### src/rtl/instr_decode_stage.sv
// Registered decode stage: splits RV32I and lock-memory instructions into
// fields and buffers the results in a small FIFO with valid/ready handshakes.
module instr_decode_stage #(
  parameter int XLEN  = 32,
  parameter int PC_W  = 32,
  parameter int DEPTH = 2
) (
  input  logic            clk,
  input  logic            rst_n,
  input  logic            flush,
  input  logic            in_valid,
  output logic            in_ready,
  input  logic [31:0]     in_instr,
  input  logic [PC_W-1:0] in_pc,
  output logic            out_valid,
  input  logic            out_ready,
  output logic [PC_W-1:0] out_pc,
  output logic [6:0]      opcode,
  output logic [2:0]      funct3,
  output logic [6:0]      funct7,
  output logic [4:0]      rs1,
  output logic [4:0]      rs2,
  output logic [4:0]      rd,
  output logic [XLEN-1:0] imm,
  output logic [2:0]      fmt,
  output logic            is_lock,
  output logic            illegal
);

  localparam int AW = (DEPTH > 1) ? $clog2(DEPTH) : 1;

  typedef enum logic [2:0] {
    FMT_R     = 3'd0,
    FMT_I     = 3'd1,
    FMT_S     = 3'd2,
    FMT_B     = 3'd3,
    FMT_U     = 3'd4,
    FMT_J     = 3'd5,
    FMT_SHIFT = 3'd6,
    FMT_NONE  = 3'd7
  } fmt_e;

  typedef struct packed {
    logic [PC_W-1:0] pc;
    logic [6:0]      opcode;
    logic [2:0]      funct3;
    logic [6:0]      funct7;
    logic [4:0]      rs1;
    logic [4:0]      rs2;
    logic [4:0]      rd;
    logic [XLEN-1:0] imm;
    fmt_e            fmt;
    logic            is_lock;
    logic            illegal;
  } entry_t;

  entry_t          dec;
  entry_t          head;
  entry_t          mem [DEPTH];
  logic [AW-1:0]   wr_ptr;
  logic [AW-1:0]   rd_ptr;
  logic [AW:0]     count;
  logic            full;
  logic            empty;
  logic            push;
  logic            pop;

  always_comb begin
    dec         = '0;
    dec.pc      = in_pc;
    dec.opcode  = in_instr[6:0];
    dec.fmt     = FMT_NONE;
    dec.is_lock = (in_instr[6:0] == 7'b1111110) || (in_instr[6:0] == 7'b1111111);
    case (in_instr[6:0])
      7'b0110011: begin
        dec.fmt    = FMT_R;
        dec.funct3 = in_instr[14:12];
        dec.funct7 = in_instr[31:25];
        dec.rs1    = in_instr[19:15];
        dec.rs2    = in_instr[24:20];
        dec.rd     = in_instr[11:7];
      end
      7'b0010011, 7'b1100111, 7'b0000011, 7'b1111110: begin
        dec.funct3 = in_instr[14:12];
        dec.rs1    = in_instr[19:15];
        dec.rd     = in_instr[11:7];
        // Shift-immediates reuse the OP-IMM opcode but carry shamt + funct7
        if (in_instr[6:0] == 7'b0010011 &&
            (in_instr[14:12] == 3'b001 || in_instr[14:12] == 3'b101)) begin
          dec.fmt    = FMT_SHIFT;
          dec.funct7 = in_instr[31:25];
          dec.imm    = XLEN'(in_instr[24:20]);
        end else begin
          dec.fmt    = FMT_I;
          dec.imm    = XLEN'($signed(in_instr[31:20]));
        end
      end
      7'b0100011, 7'b1111111: begin
        dec.fmt    = FMT_S;
        dec.funct3 = in_instr[14:12];
        dec.rs1    = in_instr[19:15];
        dec.rs2    = in_instr[24:20];
        dec.imm    = XLEN'($signed({in_instr[31:25], in_instr[11:7]}));
      end
      7'b1100011: begin
        dec.fmt    = FMT_B;
        dec.funct3 = in_instr[14:12];
        dec.rs1    = in_instr[19:15];
        dec.rs2    = in_instr[24:20];
        dec.imm    = XLEN'($signed({in_instr[31], in_instr[7], in_instr[30:25],
                                    in_instr[11:8], 1'b0}));
      end
      7'b0110111, 7'b0010111: begin
        dec.fmt    = FMT_U;
        dec.rd     = in_instr[11:7];
        dec.imm    = XLEN'($signed({in_instr[31:12], 12'b0}));
      end
      7'b1101111: begin
        dec.fmt    = FMT_J;
        dec.rd     = in_instr[11:7];
        dec.imm    = XLEN'($signed({in_instr[31], in_instr[19:12], in_instr[20],
                                    in_instr[30:21], 1'b0}));
      end
      default: begin
        dec.fmt     = FMT_NONE;
        dec.illegal = 1'b1;
        dec.rd      = in_instr[11:7];
      end
    endcase
  end

  assign full     = (count == (AW+1)'(DEPTH));
  assign empty    = (count == '0);
  assign in_ready = !full;
  assign push     = in_valid && in_ready && !flush;
  assign pop      = out_valid && out_ready;

  always_ff @(posedge clk or negedge rst_n) begin
    if (!rst_n) begin
      wr_ptr <= '0;
      rd_ptr <= '0;
      count  <= '0;
    end else if (flush) begin
      wr_ptr <= '0;
      rd_ptr <= '0;
      count  <= '0;
    end else begin
      if (push) wr_ptr <= wr_ptr + 1'b1;
      if (pop)  rd_ptr <= rd_ptr + 1'b1;
      if (push && !pop)      count <= count + 1'b1;
      else if (pop && !push) count <= count - 1'b1;
    end
  end

  // Storage needs no reset: every field is masked to zero while empty
  always_ff @(posedge clk) begin
    if (push) mem[wr_ptr] <= dec;
  end

  assign head      = empty ? '0 : mem[rd_ptr];
  assign out_valid = !empty;
  assign out_pc    = head.pc;
  assign opcode    = head.opcode;
  assign funct3    = head.funct3;
  assign funct7    = head.funct7;
  assign rs1       = head.rs1;
  assign rs2       = head.rs2;
  assign rd        = head.rd;
  assign imm       = head.imm;
  assign fmt       = head.fmt;
  assign is_lock   = head.is_lock;
  assign illegal   = head.illegal;

endmodule

### config.mk
export PLATFORM = sky130hd
export DESIGN_NAME = instr_decode_stage
export DESIGN_NICKNAME = d
export VERILOG_FILES = /design/src/rtl/instr_decode_stage.sv
export SDC_FILE = /design/constraint.sdc
export NUM_CORES = 1
export LEC_CHECK = 0
export ABC_AREA = 0
export CORE_UTILIZATION = 60
export CTS_BUF_LIST = sky130_fd_sc_hd__clkbuf_4
export DETAILED_ROUTE_END_ITERATION = 8
export DONT_BUFFER_PORTS = 1
export PLACE_DENSITY = 0.76
export SYNTH_ARGS = -nofsm -noshare
export SYNTH_HDL_FRONTEND = slang
export SYNTH_SLANG_ARGS = --single-unit
### constraint.sdc
create_clock -name clk -period 23 [get_ports clk]
set_clock_uncertainty 0.15 [all_clocks]
set_input_delay 4.6 -clock clk [delete_from_list [all_inputs] [get_ports clk]]
set_output_delay 4.6 -clock clk [all_outputs]
set_load 0.02 [all_outputs]
# Word level (Yosys, flattened, before mapping)
# Memories as Yosys holds them, arrays and structs flattened.
# Index checks and enable logic that the tools add are counted.
[classes]
mul = 0
eq_ne = 14
n_addsub = 4
n_mux = 20
div_mod_pow = 0
bitwise = 0
n_shift = 0
n_reduce_logical = 24
magnitude_cmp = 0
[ops]
columns = ["operator", "count"]
rows = [
  ["$pmux W32 S5", 1],
  ["$mux W101", 1],
  ["$eq A7 B7 Y1 const B", 5],
  ["$mux W35", 1],
  ["$eq A7 B6 Y1 const B", 3],
  ["$pmux W3 S6", 1],
  ["$mux W5", 3],
  ["$eq A7 B5 Y1 const B", 2],
  ["$pmux W7 S2", 1],
  ["$reduce_or A11 Y1", 1],
  ["$reduce_or A4 Y1", 2],
  ["$reduce_or A8 Y1", 1],
  ["$eq A7 B2 Y1 const B", 1],
  ["$mux W1", 7],
  ["$mux W7", 1],
  ["$logic_and A1 B1 Y1", 6],
  ["$mux W2", 3],
  ["$logic_not A1 Y1", 5],
  ["$reduce_bool A2 Y1", 2],
  ["$reduce_or A2 Y1", 2],
  ["$eq A3 B1 Y1 const B", 1],
  ["$eq A3 B3 Y1 const B", 1],
  ["$mux W3", 1],
  ["$reduce_bool A3 Y1", 1],
  ["7 further kinds", 9],
]
[word_totals]
romBits = 0
memories = 1
reg_bits = 4
ram_bits = 202
latch_bits = 0
[memory_table]
columns = ["memory", "words", "word_bits", "rd", "rd_clocked_by_memory_dff", "write_ports", "line_no", "source"]
rows = [
  ["mem", 2, 101, 1, 0, 1, "59", "entry_t mem [DEPTH];"],
]

# Depth between registers and ports, before layout
[depth]
ltp_word = 9
mapped_depth = 6
mapped_depth_nobuf = 5

# Least setup slack after synthesis
# OpenSTA, ideal clock, no wires.
[synth_path]
kind = "input to register"
start = "input port in_valid"
end = "memory mem[1][0] (netlist bit), enable pin"
required_ns = 22.145
setup_ns = 0.705
n_path_buf = 0
setup_slack_ns = 10.086
cell_stages = 2
t_arrival_ns = 12.059
path_cell_list = "nand2_1 > nor3b_1"
[synth_between]
elab_chain_len = 4
[synth_lines]
columns = ["element", "line_no", "source"]
rows = [
  ["from (decl)", "11", "input logic in_valid,"],
  ["$logic_and A1 B1 Y1 (2 in a row)", "135", "assign push = in_valid && in_ready && !flush;"],
  ["$mux W1", "157", "if (push) mem[wr_ptr] <= dec;"],
  ["$mux W1 (not written as such)", "157", ""],
  ["to (decl)", "59", ""],
]
# Every way passes these cells.

# Worst setup path after layout
[layout_path]
start = "register rd_ptr"
end = "output port rs2[2]"
[layout_between]
elab_chain_len = 2
[layout_lines]
columns = ["element", "line_no", "source"]
rows = [
  ["from (decl)", "61", "logic [AW-1:0] rd_ptr;"],
  ["from (signal assigned)", "149", "if (pop) rd_ptr <= rd_ptr + 1'b1;"],
  ["$mem_v2 Z2 W101", "-", ""],
  ["$mux W101", "160", "assign head = empty ? '0 : mem[rd_ptr];"],
  ["to (decl)", "22", "output logic [4:0] rs2,"],
]
# Every way passes these cells.

==> results.yml <==
worst_setup_path:
  worstPathRequired_ns: 18.25
  critPathMaxFanout: 60
  reg2reg_slack_ns: 19.95
  end_kind: "output pin"
  cp.arrival_ns: 3.15
  crit_path_start_kind: "flip-flop"
  crit_type: "reg -> out"
  slowest_delay_ns: 0.90
  worst_path_max_delay_cell: "dfrtp_4"
  crit_chain: "buf_4, mux2i_1, nor2_1"
routing:
  vias: 4841
  first_iter_violations: 290
  drtPass1Iterations: 5
  routed_wirelength_microns: 17100
  postRouteAntennaNets: 0
  via_per_inst: 5.81
  wl_per_cell_microns: 20.5
  drcViolationCount: 0
clock_tree:
  cts_root_buffer: "clkbuf_4"
  post_cts_resized: 0
  cts.path.max_buffers: 3
  cts_tree: "built"
  holdBufCountCts: 0
  cts_buffers: 53
  cts_sinks: 206
  clk_pin_slew_ns: 0.06
  clock_latency_ns: 0.61
  post-cts-setup-buffers: 0
  cts-htree-levels: 2
floorplan:
  core-area_sq_um: 13900
  row_count: 43
  pin_count: 172
  die_h_microns: 122
  die-area_sq_um: 14800
  initial_core_util_pct: 61.6
  die_w_microns: 122
synthesis:
  synth.top_cells.by_area: "edfxtp_1 (71%), mux2i_1 (12%), nor2_1 (5.0%)"
  synth_common_cells: "edfxtp_1 (202), nor2_1 (114), mux2i_1 (102)"
  synth_cells: 584
  synth_cell_types: 44
  synth_top_area_share_pct: 70.7
  postSynth.asyncResetShare_pct: 1.94
  syn_avg_cell_area_sq_um: 14.7
  yosysSeqAreaShare_pct: 71.8
  synth_warnings: 0
  synth_seq_cells: 206
  syn_nets: 653
  synth.most_common_cell: "edfxtp_1"
  yosysTopAreaCell: "edfxtp_1"
  ys.flop_type: "edfxtp_1"
  synth_edf_count: 202
  syn_area_sq_um: 8580
placed_design:
  place_congestion: 0.798
  dp_cells: 741
  dpl.hpwl_microns: 10900
  numPortBuffers: 0
finish:
  drive_above_1_share_pct: 15.3
  syn2layout_area_growth_pct: 9.64
  multi_input_area_sq_um: 2300
  regArea_sq_um: 6170
  nFillCells: 1020
  fin_cells: 833
  fin_nets: 685
timing:
  finalHoldViolations: 0
  final_max_slew_viol_count: 0
  rsz0062_at_grt: "no"
  fmax_mhz: 127
  layout_min_cycle_time_ns: 7.90
  slew-limit-headroom_pct: 23.7
  finalCritPeriodShare_pct: 34.4
  fin_tns_setup_ns: 0
  setup_viol: 0
  worstMarginPinSlew_ns: 1.13
pwr:
  p_leak_nw: 3.17
  pwr_density_cell_nw_per_um2: 86.3
  irDropWorstVdd_uv: 53.1
grt:
  grt_max_degree: 69
  antenna_found_initial: 1
  grt_pass1_wl_microns: 25900
  grt.total_usage_pct: 23.5
  gr-total-overflow: 0
  grt_pass1_vias: 5010
worst_hold_path:
  hold_path_class: "reg -> reg"
run_status:
  status: "finished clean"
job:
  drv_cap: 0
flip-flops by register name, indices dropped and copies added (netlist names):
| name | flops |
|---|---|
| mem | 202 |
| count | 2 |
| rd_ptr | 1 |
| wr_ptr | 1 |
metal layers:
metal | GRT usage (%) | vias to the layer above | wire length [microns]
met5 | 0 | - | 0
met4 | 9.88 | 0 | 267
met3 | 7.49 | 24 | 1420
met2 | 39.1 | 188 | 8610
met1 | 28.2 | 2378 | 6760
li1 | - | 2251 | -
worst max-delay path: cells and delay by family (launching register included):
family,cells,cell delay [ns]
and+or+nand+nor,1,0.39
muxes,1,0.20
DFF,1,0.90
buffers and inverters,1,0.89
report_power, final:
part / leakage [nW] / switching, mW / internal (mW)
registers: 1.84 / 0.00774 / 0.430
logic: 0.928 / 0.0552 / 0.0205
clock network: 0.400 / 0.135 / 0.164
per-stage QoR:
stage	hold WS [ns]	instance area, sq um	power, mW	util, %	setup WS [ns]
2_1_floorplan	0.369	8580	0.512	-	10.09
3_3_place_gp	0.408	8750	0.520	62.8	15.77
3_5_place_dp	0.477	8750	0.522	62.8	15.74
4_1_cts	0.493	9410	0.823	67.5	15.06
5_1_grt	0.556	9410	0.846	67.5	14.90
6_report	0.502	9410	0.812	67.5	15.10
worst paths after layout:
check                                        to  depth (start not counted)                  from
setup / recovery                         rs2[2]                          3    rd_ptr$_DFFE_PN0P_
hold / removal               wr_ptr$_DFFE_PN0P_                          2    wr_ptr$_DFFE_PN0P_
setup reg to reg           mem[1][29]$_DFFE_PP_                          5  count[0]$_DFFE_PN0P_
hold reg to reg              wr_ptr$_DFFE_PN0P_                          2    wr_ptr$_DFFE_PN0P_
max in group asynchronous    rd_ptr$_DFFE_PN0P_                          0                 rst_n
min in group asynchronous    wr_ptr$_DFFE_PN0P_                          0                 rst_n
cell families after synthesis:
logic type	after synthesis	synth area share [%]
AOI/OAI and AO/OA	41	3.62
xor gates and xnor gates	2	0.204
buffers and inverters	31	1.53
DFF	206	71.8
muxes	102	11.9
and+or+nand+nor	202	10.9
cell usage in the layout (no fill, tap or decap), types with 3 or more instances in the layout:
master,synthesis,final
edfxtp_1,202,202
nor2_1,114,113
mux2i_1,102,102
clkbuf_4,0,84
nand2_1,21,21
and2_1,18,18
nor2b_1,15,15
a21o_1,12,12
nand3_1,9,9
o21ai_0,6,6
clkinv_1,0,6
buf_4,1,6
nand2b_1,5,5
nor3_1,5,4
a22o_1,4,4
a21oi_1,3,3
dfrtp_1,4,3
layout make-up:
class,count,area share (%)
diodes,1,0.0266
clock buffers,84,6.70
clock inverters,7,0.279
inverters,2,0.0798
multi-input cells,347,24.5
flip-flops and latches,206,65.6
well taps,180,2.39
repair buffers,6,0.479
(Power assumes the default switching activity.)
